File: src/rtl/rf_wb_sched_pkg.sv
// rtl/rf_wb_sched_pkg.sv - shared constants and types for the write-back scheduler
package rf_wb_sched_pkg;

  localparam int REG_X0  = 0;
  localparam int REQ_ALU = 0;
  localparam int REQ_LSU = 1;

  localparam int WB_ADDR_W = 5;
  localparam int WB_DATA_W = 32;

  // Write-back beat as produced by execute and the LSU
  typedef struct packed {
    logic [WB_ADDR_W-1:0] addr;
    logic [WB_DATA_W-1:0] data;
  } wb_beat_t;

  // Requester favoured on the next contention
  typedef enum logic {
    PRIO_ALU = 1'b0,
    PRIO_LSU = 1'b1
  } prio_e;

endpackage

File: src/rtl/rf_wb_sched_if.sv
// rtl/rf_wb_sched_if.sv - write-back, issue/check and register-file port bundle
interface rf_wb_sched_if #(
  parameter int ADDR_WIDTH = 5,
  parameter int DATA_WIDTH = 32
);

  logic                  req0_valid;
  logic                  req0_ready;
  logic [ADDR_WIDTH-1:0] req0_addr;
  logic [DATA_WIDTH-1:0] req0_data;
  logic                  req1_valid;
  logic                  req1_ready;
  logic [ADDR_WIDTH-1:0] req1_addr;
  logic [DATA_WIDTH-1:0] req1_data;
  logic                  iss_valid;
  logic [ADDR_WIDTH-1:0] iss_rd;
  logic                  iss_ready;
  logic [ADDR_WIDTH-1:0] chk_rs1;
  logic [ADDR_WIDTH-1:0] chk_rs2;
  logic                  rs1_busy;
  logic                  rs2_busy;
  logic                  flush;
  logic                  rf_we;
  logic [ADDR_WIDTH-1:0] rf_waddr;
  logic [DATA_WIDTH-1:0] rf_wdata;
  logic [ADDR_WIDTH:0]   pending_cnt;

  modport slave (
    input  req0_valid, req0_addr, req0_data,
    input  req1_valid, req1_addr, req1_data,
    input  iss_valid, iss_rd, chk_rs1, chk_rs2, flush,
    output req0_ready, req1_ready, iss_ready, rs1_busy, rs2_busy,
    output rf_we, rf_waddr, rf_wdata, pending_cnt
  );

  modport master (
    output req0_valid, req0_addr, req0_data,
    output req1_valid, req1_addr, req1_data,
    output iss_valid, iss_rd, chk_rs1, chk_rs2, flush,
    input  req0_ready, req1_ready, iss_ready, rs1_busy, rs2_busy,
    input  rf_we, rf_waddr, rf_wdata, pending_cnt
  );

endinterface

File: src/rtl/rf_wb_sched_rr_arb2.sv
// rtl/rf_wb_sched_rr_arb2.sv - two-way round-robin arbiter, pointer advances on grant
module rr_arb2
  import rf_wb_sched_pkg::*;
(
  input  logic       clk,
  input  logic       rst,
  input  logic [1:0] valid_i,
  output logic [1:0] grant_o
);

  prio_e prio_q, prio_d;

  always_ff @(posedge clk) begin
    if (!rst) prio_q <= PRIO_ALU;
    else      prio_q <= prio_d;
  end

  // A grant is always an accepted transfer, so the pointer moves past every winner
  always_comb begin
    grant_o = 2'b00;
    prio_d  = prio_q;
    if (valid_i == 2'b11) grant_o[prio_q] = 1'b1;
    else                  grant_o = valid_i;
    if (grant_o[REQ_ALU])      prio_d = PRIO_LSU;
    else if (grant_o[REQ_LSU]) prio_d = PRIO_ALU;
  end

endmodule

File: src/rtl/rf_wb_sched.sv
// rtl/rf_wb_sched.sv - register-file write-back scheduler with pending-write scoreboard
module rf_wb_sched
  import rf_wb_sched_pkg::*;
#(
  parameter int ADDR_WIDTH = 5,
  parameter int DATA_WIDTH = 32
) (
  input  logic          clk,
  input  logic          rst,
  rf_wb_sched_if.slave  wb
);

  localparam int NREG = 1 << ADDR_WIDTH;
  localparam logic [ADDR_WIDTH-1:0] X0 = ADDR_WIDTH'(REG_X0);

  logic [1:0]            grant;
  logic                  accept;
  logic [ADDR_WIDTH-1:0] sel_addr;
  logic [DATA_WIDTH-1:0] sel_data;
  logic                  iss_ok;

  logic                  we_q, we_d;
  logic [ADDR_WIDTH-1:0] waddr_q, waddr_d;
  logic [DATA_WIDTH-1:0] wdata_q, wdata_d;
  logic [NREG-1:0]       pend_q, pend_d;
  logic [ADDR_WIDTH:0]   cnt_q, cnt_d;

  rr_arb2 u_arb (
    .clk     (clk),
    .rst     (rst),
    .valid_i ({wb.req1_valid, wb.req0_valid}),
    .grant_o (grant)
  );

  assign accept   = |grant;
  assign sel_addr = grant[REQ_LSU] ? wb.req1_addr : wb.req0_addr;
  assign sel_data = grant[REQ_LSU] ? wb.req1_data : wb.req0_data;
  assign iss_ok   = !pend_q[wb.iss_rd] || (wb.iss_rd == X0);

  always_comb begin
    we_d    = accept && (sel_addr != X0);
    waddr_d = accept ? sel_addr : waddr_q;
    wdata_d = accept ? sel_data : wdata_q;
  end

  // Clear retires on the register-file write edge; flush wins over any issue set
  always_comb begin
    pend_d = pend_q;
    if (we_q && (waddr_q != X0)) pend_d[waddr_q] = 1'b0;
    if (wb.iss_valid && iss_ok && (wb.iss_rd != X0)) pend_d[wb.iss_rd] = 1'b1;
    if (wb.flush) pend_d = '0;
    cnt_d = '0;
    for (int i = 0; i < NREG; i++) cnt_d = cnt_d + {{ADDR_WIDTH{1'b0}}, pend_d[i]};
  end

  always_ff @(posedge clk) begin
    if (!rst) begin
      we_q    <= 1'b0;
      waddr_q <= '0;
      wdata_q <= '0;
      pend_q  <= '0;
      cnt_q   <= '0;
    end else begin
      we_q    <= we_d;
      waddr_q <= waddr_d;
      wdata_q <= wdata_d;
      pend_q  <= pend_d;
      cnt_q   <= cnt_d;
    end
  end

  assign wb.req0_ready  = grant[REQ_ALU];
  assign wb.req1_ready  = grant[REQ_LSU];
  assign wb.iss_ready   = iss_ok;
  assign wb.rs1_busy    = (wb.chk_rs1 != X0) && pend_q[wb.chk_rs1];
  assign wb.rs2_busy    = (wb.chk_rs2 != X0) && pend_q[wb.chk_rs2];
  assign wb.rf_we       = we_q;
  assign wb.rf_waddr    = waddr_q;
  assign wb.rf_wdata    = wdata_q;
  assign wb.pending_cnt = cnt_q;

endmodule

File: src/flat_wrapper.sv
// flat-port wrapper written by rule: the top's interface ports become plain ports
module rf_wb_sched_flat import rf_wb_sched_pkg::*;
#(
  parameter int ADDR_WIDTH = 5,
  parameter int DATA_WIDTH = 32
)
  (clk, rst, wb_req0_valid, wb_req0_addr, wb_req0_data, wb_req1_valid, wb_req1_addr, wb_req1_data, wb_iss_valid, wb_iss_rd, wb_chk_rs1, wb_chk_rs2, wb_flush, wb_req0_ready, wb_req1_ready, wb_iss_ready, wb_rs1_busy, wb_rs2_busy, wb_rf_we, wb_rf_waddr, wb_rf_wdata, wb_pending_cnt);
  rf_wb_sched_if #(.ADDR_WIDTH(ADDR_WIDTH), .DATA_WIDTH(DATA_WIDTH)) wb_i ();
  input  logic clk;
  input  logic rst;
  input wire logic [$bits(wb_i.req0_valid)-1:0] wb_req0_valid;
  input wire logic [$bits(wb_i.req0_addr)-1:0] wb_req0_addr;
  input wire logic [$bits(wb_i.req0_data)-1:0] wb_req0_data;
  input wire logic [$bits(wb_i.req1_valid)-1:0] wb_req1_valid;
  input wire logic [$bits(wb_i.req1_addr)-1:0] wb_req1_addr;
  input wire logic [$bits(wb_i.req1_data)-1:0] wb_req1_data;
  input wire logic [$bits(wb_i.iss_valid)-1:0] wb_iss_valid;
  input wire logic [$bits(wb_i.iss_rd)-1:0] wb_iss_rd;
  input wire logic [$bits(wb_i.chk_rs1)-1:0] wb_chk_rs1;
  input wire logic [$bits(wb_i.chk_rs2)-1:0] wb_chk_rs2;
  input wire logic [$bits(wb_i.flush)-1:0] wb_flush;
  output wire logic [$bits(wb_i.req0_ready)-1:0] wb_req0_ready;
  output wire logic [$bits(wb_i.req1_ready)-1:0] wb_req1_ready;
  output wire logic [$bits(wb_i.iss_ready)-1:0] wb_iss_ready;
  output wire logic [$bits(wb_i.rs1_busy)-1:0] wb_rs1_busy;
  output wire logic [$bits(wb_i.rs2_busy)-1:0] wb_rs2_busy;
  output wire logic [$bits(wb_i.rf_we)-1:0] wb_rf_we;
  output wire logic [$bits(wb_i.rf_waddr)-1:0] wb_rf_waddr;
  output wire logic [$bits(wb_i.rf_wdata)-1:0] wb_rf_wdata;
  output wire logic [$bits(wb_i.pending_cnt)-1:0] wb_pending_cnt;
  assign wb_i.req0_valid = wb_req0_valid;
  assign wb_i.req0_addr = wb_req0_addr;
  assign wb_i.req0_data = wb_req0_data;
  assign wb_i.req1_valid = wb_req1_valid;
  assign wb_i.req1_addr = wb_req1_addr;
  assign wb_i.req1_data = wb_req1_data;
  assign wb_i.iss_valid = wb_iss_valid;
  assign wb_i.iss_rd = wb_iss_rd;
  assign wb_i.chk_rs1 = wb_chk_rs1;
  assign wb_i.chk_rs2 = wb_chk_rs2;
  assign wb_i.flush = wb_flush;
  assign wb_req0_ready = wb_i.req0_ready;
  assign wb_req1_ready = wb_i.req1_ready;
  assign wb_iss_ready = wb_i.iss_ready;
  assign wb_rs1_busy = wb_i.rs1_busy;
  assign wb_rs2_busy = wb_i.rs2_busy;
  assign wb_rf_we = wb_i.rf_we;
  assign wb_rf_waddr = wb_i.rf_waddr;
  assign wb_rf_wdata = wb_i.rf_wdata;
  assign wb_pending_cnt = wb_i.pending_cnt;
  rf_wb_sched #(.ADDR_WIDTH(ADDR_WIDTH), .DATA_WIDTH(DATA_WIDTH)) u_core (.clk(clk), .rst(rst), .wb(wb_i));
endmodule
File: config.mk
export PLATFORM = sky130hd
export DESIGN_NAME = rf_wb_sched_flat
export DESIGN_NICKNAME = d
export VERILOG_FILES = /design/src/rtl/rf_wb_sched_pkg.sv /design/src/rtl/rf_wb_sched_if.sv /design/src/rtl/rf_wb_sched_rr_arb2.sv /design/src/rtl/rf_wb_sched.sv /design/src/flat_wrapper.sv
export SDC_FILE = /design/constraint.sdc
export NUM_CORES = 1
export LEC_CHECK = 0
export BUFFER_PORTS_ARGS = -buffer_cell sky130_fd_sc_hd__buf_2
export CAP_MARGIN = 25
export CORE_UTILIZATION = 29
export DETAILED_ROUTE_END_ITERATION = 6
export PLACE_DENSITY = 0.52
export SYNTH_ARGS = -nofsm -noshare
export SYNTH_HDL_FRONTEND = slang
export SYNTH_SLANG_ARGS = --single-unit
File: constraint.sdc
create_clock -name clk -period 7.87 [get_ports clk]
set_input_delay 1.1805 -clock clk [delete_from_list [all_inputs] [get_ports clk]]
set_output_delay 1.1805 -clock clk [all_outputs]
set_load 0.05 [all_outputs]
==> Word-level counts from Yosys, hierarchy flattened <==
Index checks and enable logic that the tools add are counted.
{ "totals": {"ff_bits": 77, "input_bits": 95, "output_inout_bits": 49} }
{ "op_classes": {"add_sub_neg": 31, "order_cmp": 8, "n_eq_ne": 1, "muxes": 20, "n_bitwise": 3, "n_reduce_logical": 19} }
{ "ops": {"columns": ["operator", "count"], "rows": [
  ["$add A6 B1 Y6", 30],
  ["$mux W32", 4],
  ["$and A32 B32 Y32", 1],
  ["$not A32 Y32", 1],
  ["$or A32 B32 Y32", 1],
  ["$reduce_bool A5 Y1", 5],
  ["$lt A5 B6 Y1 const B", 4],
  ["$bmux W1 S5", 3],
  ["$demux W1 S5", 2],
  ["$ge A5 B1 Y1 const B", 2],
  ["$logic_and A1 B1 Y1", 9],
  ["$mux W1", 8],
  ["$logic_not A5 Y1", 1],
  ["$mux W5", 1],
  ["$add A1 B1 Y2", 1],
  ["$eq A2 B2 Y1 const B", 1],
  ["$lt A1 B2 Y1 const B", 1],
  ["$mux W2", 1],
  ["$reduce_bool A2 Y1", 1],
  ["$reduce_or A2 Y1", 1],
  ["$demux W1 S1", 1],
  ["$ge A1 B1 Y1 const B", 1],
  ["$logic_not A1 Y1", 1],
  ["$logic_or A1 B1 Y1", 1]
]} }

==> Logic depth before layout (Yosys ltp) <==
Gate-level depths: netlist of run 1.
{ "logic_depth": {"depth_word": 41, "mapped_depth": 23, "ltp_nobuf": 21} }

==> By module <==
From an unflattened synthesis of run 1, not the netlist that was laid out.
{ "unflattened": {"cells_unflattened": 640, "area_unflattened_um2": 5656.7} }
{ "by_module_without_submodules": {"columns": ["module", "instances", "cells_each", "area_each_um2", "seq_area_each_um2"], "rows": [
  ["rf_wb_sched", 1, 633, 5600.4, 1521.5],
  ["rr_arb2", 1, 7, 56.3, 20.0]
]} }

==> Worst setup path before layout of run 1 <==
No wires, ideal clock.
{ "synth_timing": {"path_type": "input to register", "start": "input port wb_iss_rd[0]", "end": "register u_core.cnt_q[4], in the netlist u_core.wb.pending_cnt[4]", "setup_time_ns": 0.115, "t_arrival_ns": 6.930, "path_slack_ns": 0.825, "stages": 23, "path_buffers": 2, "path_cell_list": "buf_6 > buf_6 > mux2_4 > or2_0 > a2111o_1 > o22ai_1 > ha_1 > inv_1 > fa_1 > inv_1 > fa_1 > fa_1 > fa_1 > fa_1 > inv_1 > fa_1 > fa_1 > fa_1 > inv_1 > a21o_1 > a21oi_1 > xnor2_1 > and2_1"} }
{ "synth_between": {"elab_chain_cells": 39, "word_cells_on_any_way": 47, "classes_between": "add/sub: 31; order compare: 2; mux: 6; bitwise: 1; reduce/logical: 7"} }
{ "synth_lines": {"columns": ["item", "line", "text"], "rows": [
  ["start, declared", "flat_wrapper.sv:18", "input wire logic [$bits(wb_i.iss_rd)-1:0] wb_iss_rd;"],
  ["branches (longest 6 deep; another with $lt A5 B6 Y1)", null, null],
  ["$mux W32 (*)", "rf_wb_sched.sv:50", "if (wb.iss_valid && iss_ok && (wb.iss_rd != X0)) pend_d[wb.iss_rd] = 1'b1;"],
  ["$mux W32 (*)", "rf_wb_sched.sv:51", "if (wb.flush) pend_d = '0;"],
  ["via u_core.pend_d[1]", "rf_wb_sched.sv:25", "logic [NREG-1:0] pend_q, pend_d;"],
  ["$add A1 B1 Y2 (*)", "rf_wb_sched.sv:53", "for (int i = 0; i < NREG; i++) cnt_d = cnt_d + {{ADDR_WIDTH{1'b0}}, pend_d[i]};"],
  ["$add A6 B1 Y6 (*) (30 in series)", "rf_wb_sched.sv:53", null],
  ["end signal, assigned", "rf_wb_sched.sv:68", "cnt_q <= cnt_d;"],
  ["end, declared", "rf_wb_sched.sv:26", "logic [ADDR_WIDTH:0] cnt_q, cnt_d;"]
]} }
Mark *: on every way through the listed nets, which the timed path passes. The select of a mux whose other input is x is not followed.
A chain may end at the register's enable or synchronous reset.

==> Worst setup path in the final report of run 1 <==
{ "layout_timing": {"start": "input port wb_iss_rd[0]", "end": "register u_core.cnt_q[4], in the netlist u_core.wb.pending_cnt[4]"} }
{ "layout_between": {"elab_chain_cells": 39, "word_cells_on_any_way": 47, "classes_between": "add/sub: 31; order compare: 2; mux: 6; bitwise: 1; reduce/logical: 7"} }
{ "layout_lines": {"columns": ["item", "line"], "rows": [
  ["branches (longest 6 deep; another with $lt A5 B6 Y1)", null],
  ["$mux W32 (*)", "rf_wb_sched.sv:50"],
  ["$mux W32 (*)", "rf_wb_sched.sv:51"],
  ["$add A1 B1 Y2", "rf_wb_sched.sv:53"],
  ["$add A6 B1 Y6 (29 in series)", "rf_wb_sched.sv:53"],
  ["$add A6 B1 Y6 (*)", "rf_wb_sched.sv:53"]
]} }
Every way passes the cells marked *. The select of a mux whose other input is x is not followed.

==> impl_metrics.py, run 1 <==
metrics = {
    "clock_network": {
        "cts_hold_buf": 0,
        "cts-htree-levels": 3,
        "clk_pin_slew_ps": 60,
        "clock_path_buffers": 2,
        "postCtsSetupRepairBufs": 0,
        "root_buffer": "clkbuf_16",
        "clk_latency_ps": 340,
        "tritoncts": "yes",
        "clkSinkCount": 77,
        "cts_buffers": 9,
        "post_cts_resized": 0,
    },
    "logic_synthesis": {
        "yosysSeqAreaShare": 0.2914,
        "synth_area_leaders": "dfxtp_1 29%, fa_1 9.1%, o21ai_0 6.1%, mux2i_1 5.9%, o221ai_1 5.1%",
        "synth_cell_type_count": 49,
        "synth_nets": 719,
        "synth_ff_type": "dfxtp_1",
        "async_flop_share": 0,
        "synth_edf_count": 0,
        "netlist_top_cells_count": "77 x dfxtp_1, 64 x o21ai_0, 42 x clkbuf_1",
        "ys_seq_elements": 77,
        "synth_cells": 592,
        "synth_most_common_cell": "dfxtp_1",
        "synth_top_area_share": 0.2914,
        "synth.largest_area_cell": "dfxtp_1",
        "avgSynthCellArea_um2": 8.936,
        "yosysWarnings": 0,
        "syn_area_um2": 5290,
    },
    "drt": {
        "drt-initial-drc-count": 414,
        "vias": 5322,
        "routed_via_density": 5.674,
        "ant_nets": 0,
        "wl_um": 18160,
        "wl_per_cell_um": 19.36,
        "first_pass_iters": 6,
        "drc": 0,
    },
    "finish": {
        "multiInputGateArea_um2": 3416,
        "nets": 830,
        "fin_area_um2": 6450,
        "fillers": 1864,
        "ff_latch_area_um2": 1541,
        "final_util": 0.3603,
        "drive_above_1_share": 0.2627,
        "fin_cells": 938,
        "syn_to_final_growth_pct": 21.93,
    },
    "global_routing": {
        "grt_pass1_vias": 5152,
        "grt-ovfl-total": 0,
        "antenna_found_initial": 1,
        "grt_pass1_wl_um": 28190,
        "grt_max_degree": 64,
        "grt_util_all_layers": 0.1971,
    },
    "timing": {
        "finalSetupViolCount": 0,
        "tightest_slew_ps": 1050,
        "relSlewSlack": 0.2995,
        "drv_slew": 0,
        "fin_crit_ps": 7284,
        "setup_ws_ps": 586.2,
        "holdWs_ps": 561.8,
        "fmax_mhz": 137.3,
        "rsz0062_at_grt": "false",
        "finClkSkew_ps": 8.688,
        "hold_viol": 0,
        "setup_tns_ps": 0,
        "timing.final.crit_share": 0.9255,
    },
    "place": {
        "dpl_worst_slack_ps": 245.9,
        "place_area_um2": 6152,
        "port_buffers": 143,
        "dpl.hpwl_um": 13200,
        "place.gp.congestion": 0.8696,
        "dp.cells": 920,
    },
    "critical_path": {
        "crit_fanout": 25,
        "path_cells": "buf_2 > mux2_2 > nor2_1 > a21oi_1 > or4_1 > o22a_1 > fa_1 > inv_1 > fa_1 > fa_1 > fa_1 > fa_1 > inv_1 > fa_1 > fa_1 > fa_1 > inv_1 > a21o_1 > a21oi_1 > xnor2_1 > and2_1",
        "slowest_delay_ps": 570,
        "required_ps": 8100,
        "crit_type": "in -> reg",
        "critPathCaptureType": "flip-flop",
        "crit_family": "adder cells",
        "start_kind": "input pin",
        "crit_top_cell": "fa_1",
        "path_buf_inv": 4,
        "arrival_ps": 7520,
        "slowest_stage": "or4_1",
    },
    "outcome": {
        "status": "finished, final reports clean",
    },
    "pwr": {
        "pwr-share-comb": 0.234,
        "power_mw": 1.062,
        "swShare": 0.3383,
        "power.internal_uw": 702.9,
        "irDropWorstVdd_mv": 0.08822,
        "switching_power_uw": 359.4,
        "powerDensity_nw_per_um2": 164.7,
        "power_frac_clock": 0.365,
        "seqPwrFrac": 0.401,
        "power.leakage_nw": 2.715,
    },
    "floorplan": {
        "die_area_um2": 18790,
        "pin_count": 144,
        "core-area_um2": 17900,
        "die_w_um": 137.1,
        "initial_core_util": 0.2955,
        "rows": 49,
        "fp.dieH_um": 137.1,
    },
    "hold_path": {
        "hold_path_class": "reg -> reg",
    },
    "run": {
        "drv_cap": 0,
    },
}
[flip-flops by register name (all words and copies together) (netlist names)]
register / count
u_core.wb.rf_waddr: 5
u_core.u_arb.prio_q: 1
u_core.wb.rf_wdata: 32
u_core.pend_q: 32
u_core.wb.pending_cnt: 6
u_core.wb.rf_we: 1
[final timing paths]
path | cells after the start | startpoint | slack, ps | end
setup / recovery | 21 | wb_iss_rd[0] | 590 | u_core.wb.pending_cnt[4]
hold / removal | 2 | u_core.wb.rf_wdata[2] | 560 | u_core.wb.rf_wdata[2]
setup reg to reg | 20 | u_core.wb.rf_waddr[1] | 1570 | u_core.wb.pending_cnt[4]
hold reg to reg | 2 | u_core.wb.rf_wdata[2] | 560 | u_core.wb.rf_wdata[2]
[area by class of cell]
class	count	area share
Timing Repair Buffer	151	0.1265
Antenna cell	1	0.0003880
Clock buffer	11	0.03608
Multi-Input combinational cell	432	0.5296
Sequential cell	77	0.2390
Inverter	32	0.01862
Clock inverter	5	0.005432
Tap cell	229	0.04442
[worst register-to-register path: stages (launching register included)]
cell and delay, ps:
dfxtp_1 380, nand3b_1 480, o21ai_0 420, o22ai_1 140, ha_1 290, inv_1 40, fa_1 480, inv_1 60
fa_1 560, fa_1 470, fa_1 500, fa_1 530, inv_1 50, fa_1 440, fa_1 420, fa_1 420
inv_1 70, a21o_1 110, a21oi_1 70, xnor2_1 130, and2_1 150
[cell families after synthesis]
family	Yosys count	share of synthesized area
compound gates	226	0.2862
buf+inv	83	0.06291
mux	46	0.1076
flops	77	0.2914
fa+ha+maj	32	0.1097
simple gates	125	0.1372
xor+xnor	3	0.004968
[power groups by stage]
stage	Combinational (mW)	Clock (mW)	Sequential [mW]
global route	0.265	0.414	0.428
detailed placement	0.245	0	0.434
floorplan	0.112	0	0.488
global placement	0.237	0	0.436
finish	0.249	0.388	0.426
CTS	0.247	0.397	0.426
[metal layers]
layer / GRT usage / part of all wire / vias to the layer above
li1: - / - / 2459
met1: 0.2560 / 0.44 / 2575
met2: 0.3171 / 0.47 / 260
met3: 0.04148 / 0.077 / 28
met4: 0.07814 / 0.019 / 0
met5: 0 / 0 / -
[placed cells by master (no fill, tap or decap), types with 6 or more instances in the layout]
cell	instances
o22ai_1	41
a21oi_1	35
mux4_2	7
nand2_1	22
dfxtp_1	77
fa_1	24
o21ai_0	64
clkbuf_16	9
o221ai_1	31
buf_4	6
o22a_1	23
a2111oi_0	6
nand3_1	10
inv_1	31
or3_1	6
nor2_1	9
o211a_1	6
ha_1	8
buf_2	143
nor2b_1	13
mux2i_1	31
nand2b_1	37
Note: power is estimated with default switching activity, not from simulation.
==> run 2, diff against run 1 <==
- GPL_TIMING_DRIVEN: not set -> 0
==> impl_metrics.py, run 2 (synthesized netlist as in run 1, its figures left out) <==
metrics = {
    "outcome": {
        "status": "finished, final reports clean",
    },
    "drt": {
        "routed_via_density": 5.418,
        "wl_um": 17390,
        "vias": 5272,
        "first_pass_iters": 5,
        "drc": 0,
        "met3_length_um": 1071,
        "wl_met1_um": 7920,
        "wl_met2_um": 7902,
        "ant_nets": 0,
        "top_layer": "met4",
        "drt-initial-drc-count": 387,
        "wl_per_cell_um": 17.87,
    },
    "floorplan": {
        "core-area_um2": 17900,
        "die_w_um": 137.1,
        "die_area_um2": 18790,
        "fp.dieH_um": 137.1,
        "rows": 49,
        "initial_core_util": 0.2955,
        "pin_count": 144,
    },
    "global_routing": {
        "antenna_found_initial": 1,
        "grt_pass1_wl_um": 28060,
        "grt-ovfl-total": 0,
        "grt_util_all_layers": 0.1954,
        "grt_pass1_vias": 5324,
        "grt_max_degree": 12,
    },
    "clock_network": {
        "postCtsSetupRepairBufs": 0,
        "cts_buffers": 9,
        "post_cts_resized": 0,
        "cts-htree-levels": 3,
        "tritoncts": "yes",
        "clkSinkCount": 77,
        "cts_hold_buf": 0,
        "clk_latency_ps": 340,
        "root_buffer": "clkbuf_16",
        "clock_path_buffers": 2,
        "clk_pin_slew_ps": 60,
    },
    "timing": {
        "relSlewSlack": 0.6248,
        "rsz0062_at_grt": "false",
        "setup_tns_ps": 0,
        "fin_crit_ps": 7225,
        "holdWs_ps": 563.7,
        "drv_slew": 0,
        "fmax_mhz": 138.4,
        "finalSetupViolCount": 0,
        "hold_viol": 0,
        "tightest_slew_ps": 562.8,
        "finClkSkew_ps": 3.501,
        "timing.final.crit_share": 0.9180,
    },
    "place": {
        "dp.cells": 959,
        "port_buffers": 138,
        "place.gp.congestion": 0.8570,
        "dpl.hpwl_um": 13880,
    },
    "critical_path": {
        "crit_family": "adder cells",
        "slowest_delay_ps": 510,
        "critPathCaptureType": "flip-flop",
        "required_ps": 8100,
        "crit_top_cell": "fa_1",
        "start_kind": "input pin",
        "path_buf_inv": 7,
        "arrival_ps": 7460,
        "path_cells": "buf_6 > buf_6 > clkbuf_1 > mux2i_1 > nand2_1 > a211o_1 > o22ai_1 > fa_1 > inv_1 > fa_1 > fa_1 > inv_1 > fa_1 > fa_1 > inv_1 > fa_1 > fa_1 > fa_1 > inv_1 > a21o_1 > a21oi_1 > xnor2_1 > and2_1",
        "crit_fanout": 10,
        "crit_type": "in -> reg",
        "slowest_stage": "fa_1",
    },
    "pwr": {
        "powerDensity_nw_per_um2": 160.2,
        "irDropWorstVdd_mv": 0.09421,
        "power.leakage_nw": 2.717,
    },
    "finish": {
        "final_cell_mix": "143 x buf_2, 77 x dfxtp_1, 64 x o21ai_0",
        "syn_to_final_growth_pct": 23.34,
        "nets": 868,
        "drive_above_1_share": 0.2396,
        "multiInputGateArea_um2": 3416,
        "final_util": 0.3645,
        "fin_cells": 973,
        "fillers": 1915,
        "layout_commonest_cell": "buf_2",
        "ff_latch_area_um2": 1541,
    },
    "run": {
        "drv_cap": 0,
    },
    "hold_path": {
        "hold_path_class": "reg -> reg",
    },
}
-- run 2: cell types whose count changed in the layout (fill, tap and decap cells not counted) --
| cell | previous run | this run |
|---|---|---|
| clkbuf_1 | 2 | 43 |
| clkinv_4 | 1 | 0 |
| buf_6 | 0 | 2 |
| inv_6 | 1 | 0 |
| buf_4 | 6 | 0 |
| clkinv_2 | 2 | 1 |
| clkbuf_8 | 0 | 1 |
| buf_16 | 2 | 0 |
| buf_1 | 0 | 2 |
-- run 2: worst paths after layout --
kind	slack [ps]	from	cells after the start	endpoint
worst max register to register	1540	u_core.wb.rf_waddr[4]	21	u_core.wb.pending_cnt[4]
worst max-delay path	650	wb_iss_rd[0]	23	u_core.wb.pending_cnt[4]
worst min register to register	560	u_core.wb.rf_wdata[0]	2	u_core.wb.rf_wdata[0]
worst min-delay path	560	u_core.wb.rf_wdata[0]	2	u_core.wb.rf_wdata[0]
-- run 2: layout make-up --
type / instances / share of cell area
plain buffers: 51 / 0.03260
well taps: 229 / 0.04391
repair buffers: 138 / 0.1058
inverters: 32 / 0.01841
multi-input cells: 432 / 0.5235
diodes: 1 / 0.0003835
clock buffers: 11 / 0.03720
clock inverters: 2 / 0.001918
flip-flops and latches: 77 / 0.2362
-- run 2: power breakdown --
group | internal (mW) | switching, mW
registers | 0.409 | 0.0109
logic | 0.0792 | 0.173
clock network | 0.216 | 0.157
total | 0.704 | 0.341
-- run 2: per-layer routing --
metal	GRT usage	vias up
met2	0.3117	177
met5	0	-
met4	0.08547	0
li1	-	2531
met3	0.04148	31
met1	0.2527	2533
-- run 2: tightest hold or removal path: stages (launching register included) --
cell,delay (ps)
dfxtp_1,300
o21ai_0,150
a21oi_1,60
-- run 2: metrics by stage --
stage | setup WS, ps | instance area [um^2] | total power, mW
after detailed placement | 239.4 | 6267 | 0.6795
after global placement | 216.9 | 6267 | 0.6809
after global routing | 311.3 | 6525 | 1.092
final | 645.4 | 6525 | 1.046
after floorplan | 824.8 | 5290 | 0.6002
after CTS | 603.7 | 6523 | 1.057
==> run 3, diff against run 2 <==
- PLACE_DENSITY: 0.52 -> 0.58
==> impl_metrics.py, run 3 (synthesized netlist as in run 1, its figures left out) <==
metrics = {
    "outcome": {
        "status": "finished, final reports clean",
    },
    "finish": {
        "final_cell_mix": "143 x buf_2, 77 x dfxtp_1, 64 x o21ai_0",
        "num_antenna_cells": 0,
        "drive_above_1_share": 0.2440,
        "fillers": 1938,
        "layout_commonest_cell": "buf_2",
        "nets": 868,
        "syn_to_final_growth_pct": 25.07,
        "fin_area_um2": 6616,
    },
    "floorplan": {
        "core-area_um2": 17900,
        "die_area_um2": 18790,
        "die_w_um": 137.1,
        "initial_core_util": 0.2955,
        "rows": 49,
        "fp.dieH_um": 137.1,
        "pin_count": 144,
    },
    "drt": {
        "ant_nets": 0,
        "met3_length_um": 1370,
        "vias": 5213,
        "drt-initial-drc-count": 194,
        "drc": 0,
        "top_layer": "met4",
        "wl_um": 17130,
        "wl_met1_um": 7555,
        "routed_via_density": 5.347,
        "wl_met2_um": 7852,
        "wl_per_cell_um": 17.57,
        "first_pass_iters": 4,
    },
    "timing": {
        "setup_tns_ps": 0,
        "rsz0062_at_grt": "false",
        "hold_viol": 0,
        "fin_crit_ps": 7147,
        "drv_slew": 0,
        "finClkSkew_ps": 8.289,
        "fmax_mhz": 139.9,
        "holdWs_ps": 566.4,
        "tightest_slew_ps": 531.0,
        "timing.final.crit_share": 0.9081,
        "finalSetupViolCount": 0,
        "relSlewSlack": 0.6460,
    },
    "critical_path": {
        "crit_fanout": 10,
        "slowest_stage": "fa_1",
        "crit-reg2reg-capture": "u_core.wb.pending_cnt[4]",
        "path_cells": "buf_6 > buf_6 > clkbuf_1 > mux2i_1 > nand2_1 > a211o_1 > o22a_1 > fa_1 > fa_1 > inv_1 > fa_1 > fa_1 > fa_1 > inv_1 > fa_1 > fa_1 > fa_1 > inv_1 > a21o_1 > a21oi_1 > xnor2_1 > and2_1",
        "arrival_ps": 7380,
        "start_kind": "input pin",
        "reg2reg_from": "u_core.pend_q[10]",
        "crit_top_cell": "fa_1",
        "critPathCaptureType": "flip-flop",
        "r2r_slack_ps": 1570,
        "required_ps": 8100,
        "crit_type": "in -> reg",
        "slowest_delay_ps": 540,
        "crit_family": "adder cells",
        "reg2reg_depth": 21,
        "path_buf_inv": 6,
    },
    "clock_network": {
        "clock_path_buffers": 2,
        "clk_latency_ps": 340,
        "cts_buffers": 9,
        "clkSinkCount": 77,
        "clk_pin_slew_ps": 60,
        "cts_hold_buf": 0,
        "root_buffer": "clkbuf_16",
        "tritoncts": "yes",
        "cts-htree-levels": 3,
        "postCtsSetupRepairBufs": 0,
        "post_cts_resized": 0,
    },
    "global_routing": {
        "grt_pass1_wl_um": 27510,
        "grt_util_all_layers": 0.1906,
        "antenna_found_initial": 0,
        "grt-ovfl-total": 0,
        "grt_pass1_vias": 5303,
        "grt_max_degree": 14,
    },
    "hold_path": {
        "whs_endpoint": "u_core.wb.rf_wdata[14]",
        "hp-start": "u_core.wb.rf_wdata[14]",
        "hold_path_depth": 2,
        "hold_path_class": "reg -> reg",
    },
    "place": {
        "port_buffers": 138,
        "dpl.hpwl_um": 13680,
        "place_area_um2": 6267,
        "place.gp.congestion": 0.8730,
    },
    "pwr": {
        "power.leakage_nw": 2.758,
        "powerDensity_nw_per_um2": 175.3,
        "irDropWorstVdd_mv": 0.07777,
    },
    "run": {
        "drv_cap": 0,
    },
}
==> run 3: cell count changes in the layout (fill, tap and decap cells not counted) <==
cell,before,now
bufinv_16,0,3
clkbuf_1,43,42
clkinvlp_4,1,2
diode_2,1,0
==> run 3: final cells by class <==
cell class	count	area, um^2	share of cell area
multi-input combinational	432	3416	0.5163
sequential	77	1541	0.2330
clock inverter	6	110.1	0.01664
tap	229	286.5	0.04331
clock buffer	10	239.0	0.03612
inverter	32	120.1	0.01815
timing repair buffer	138	690.7	0.1044
buffer	51	212.7	0.03215
==> run 3: where the power goes <==
group          switching [mW]  total (mW)  internal, mW
Sequential             0.0109       0.420         0.409
Clock                   0.170       0.488         0.318
Combinational           0.173       0.252        0.0793
Total                   0.354        1.16         0.806
==> run 3: worst max-delay path by stage <==
stage	slack [ps]	end	cells past startpoint	from
global placement	410	u_core.wb.pending_cnt[4]	22	wb_iss_rd[0]
detailed placement	380	u_core.wb.pending_cnt[4]	22	wb_iss_rd[0]
global route	410	u_core.wb.pending_cnt[4]	22	wb_iss_rd[0]
CTS	720	u_core.wb.pending_cnt[4]	22	wb_iss_rd[0]
finish	720	u_core.wb.pending_cnt[4]	22	wb_iss_rd[0]
floorplan	820	u_core.wb.pending_cnt[4]	23	wb_iss_rd[0]
==> run 3: tightest hold or removal path: stages, from the launching register on <==
cell     delay, ps
dfxtp_1        310
o21ai_0        150
a21oi_1         60
==> run 3: through the flow <==
| stage | cells | utilization | setup slack (ps) | total power, mW |
|---|---|---|---|---|
| 6_report | 975 | 0.3696 | 723.2 | 1.160 |
| 5_1_grt | 975 | 0.3696 | 412.5 | 1.206 |
| 4_1_cts | 975 | 0.3696 | 724.5 | 1.169 |
| 3_5_place_dp | 959 | 0.3501 | 380.8 | 0.6791 |
| 3_3_place_gp | 959 | 0.3501 | 408.3 | 0.6793 |
| 2_1_floorplan | 592 | - | 824.8 | 0.6002 |
==> run 3: per-layer routing <==
metal,GRT usage,vias up
met5,0,-
met1,0.2390,2440
met2,0.3098,225
met4,0.08242,0
met3,0.04556,21
li1,-,2527
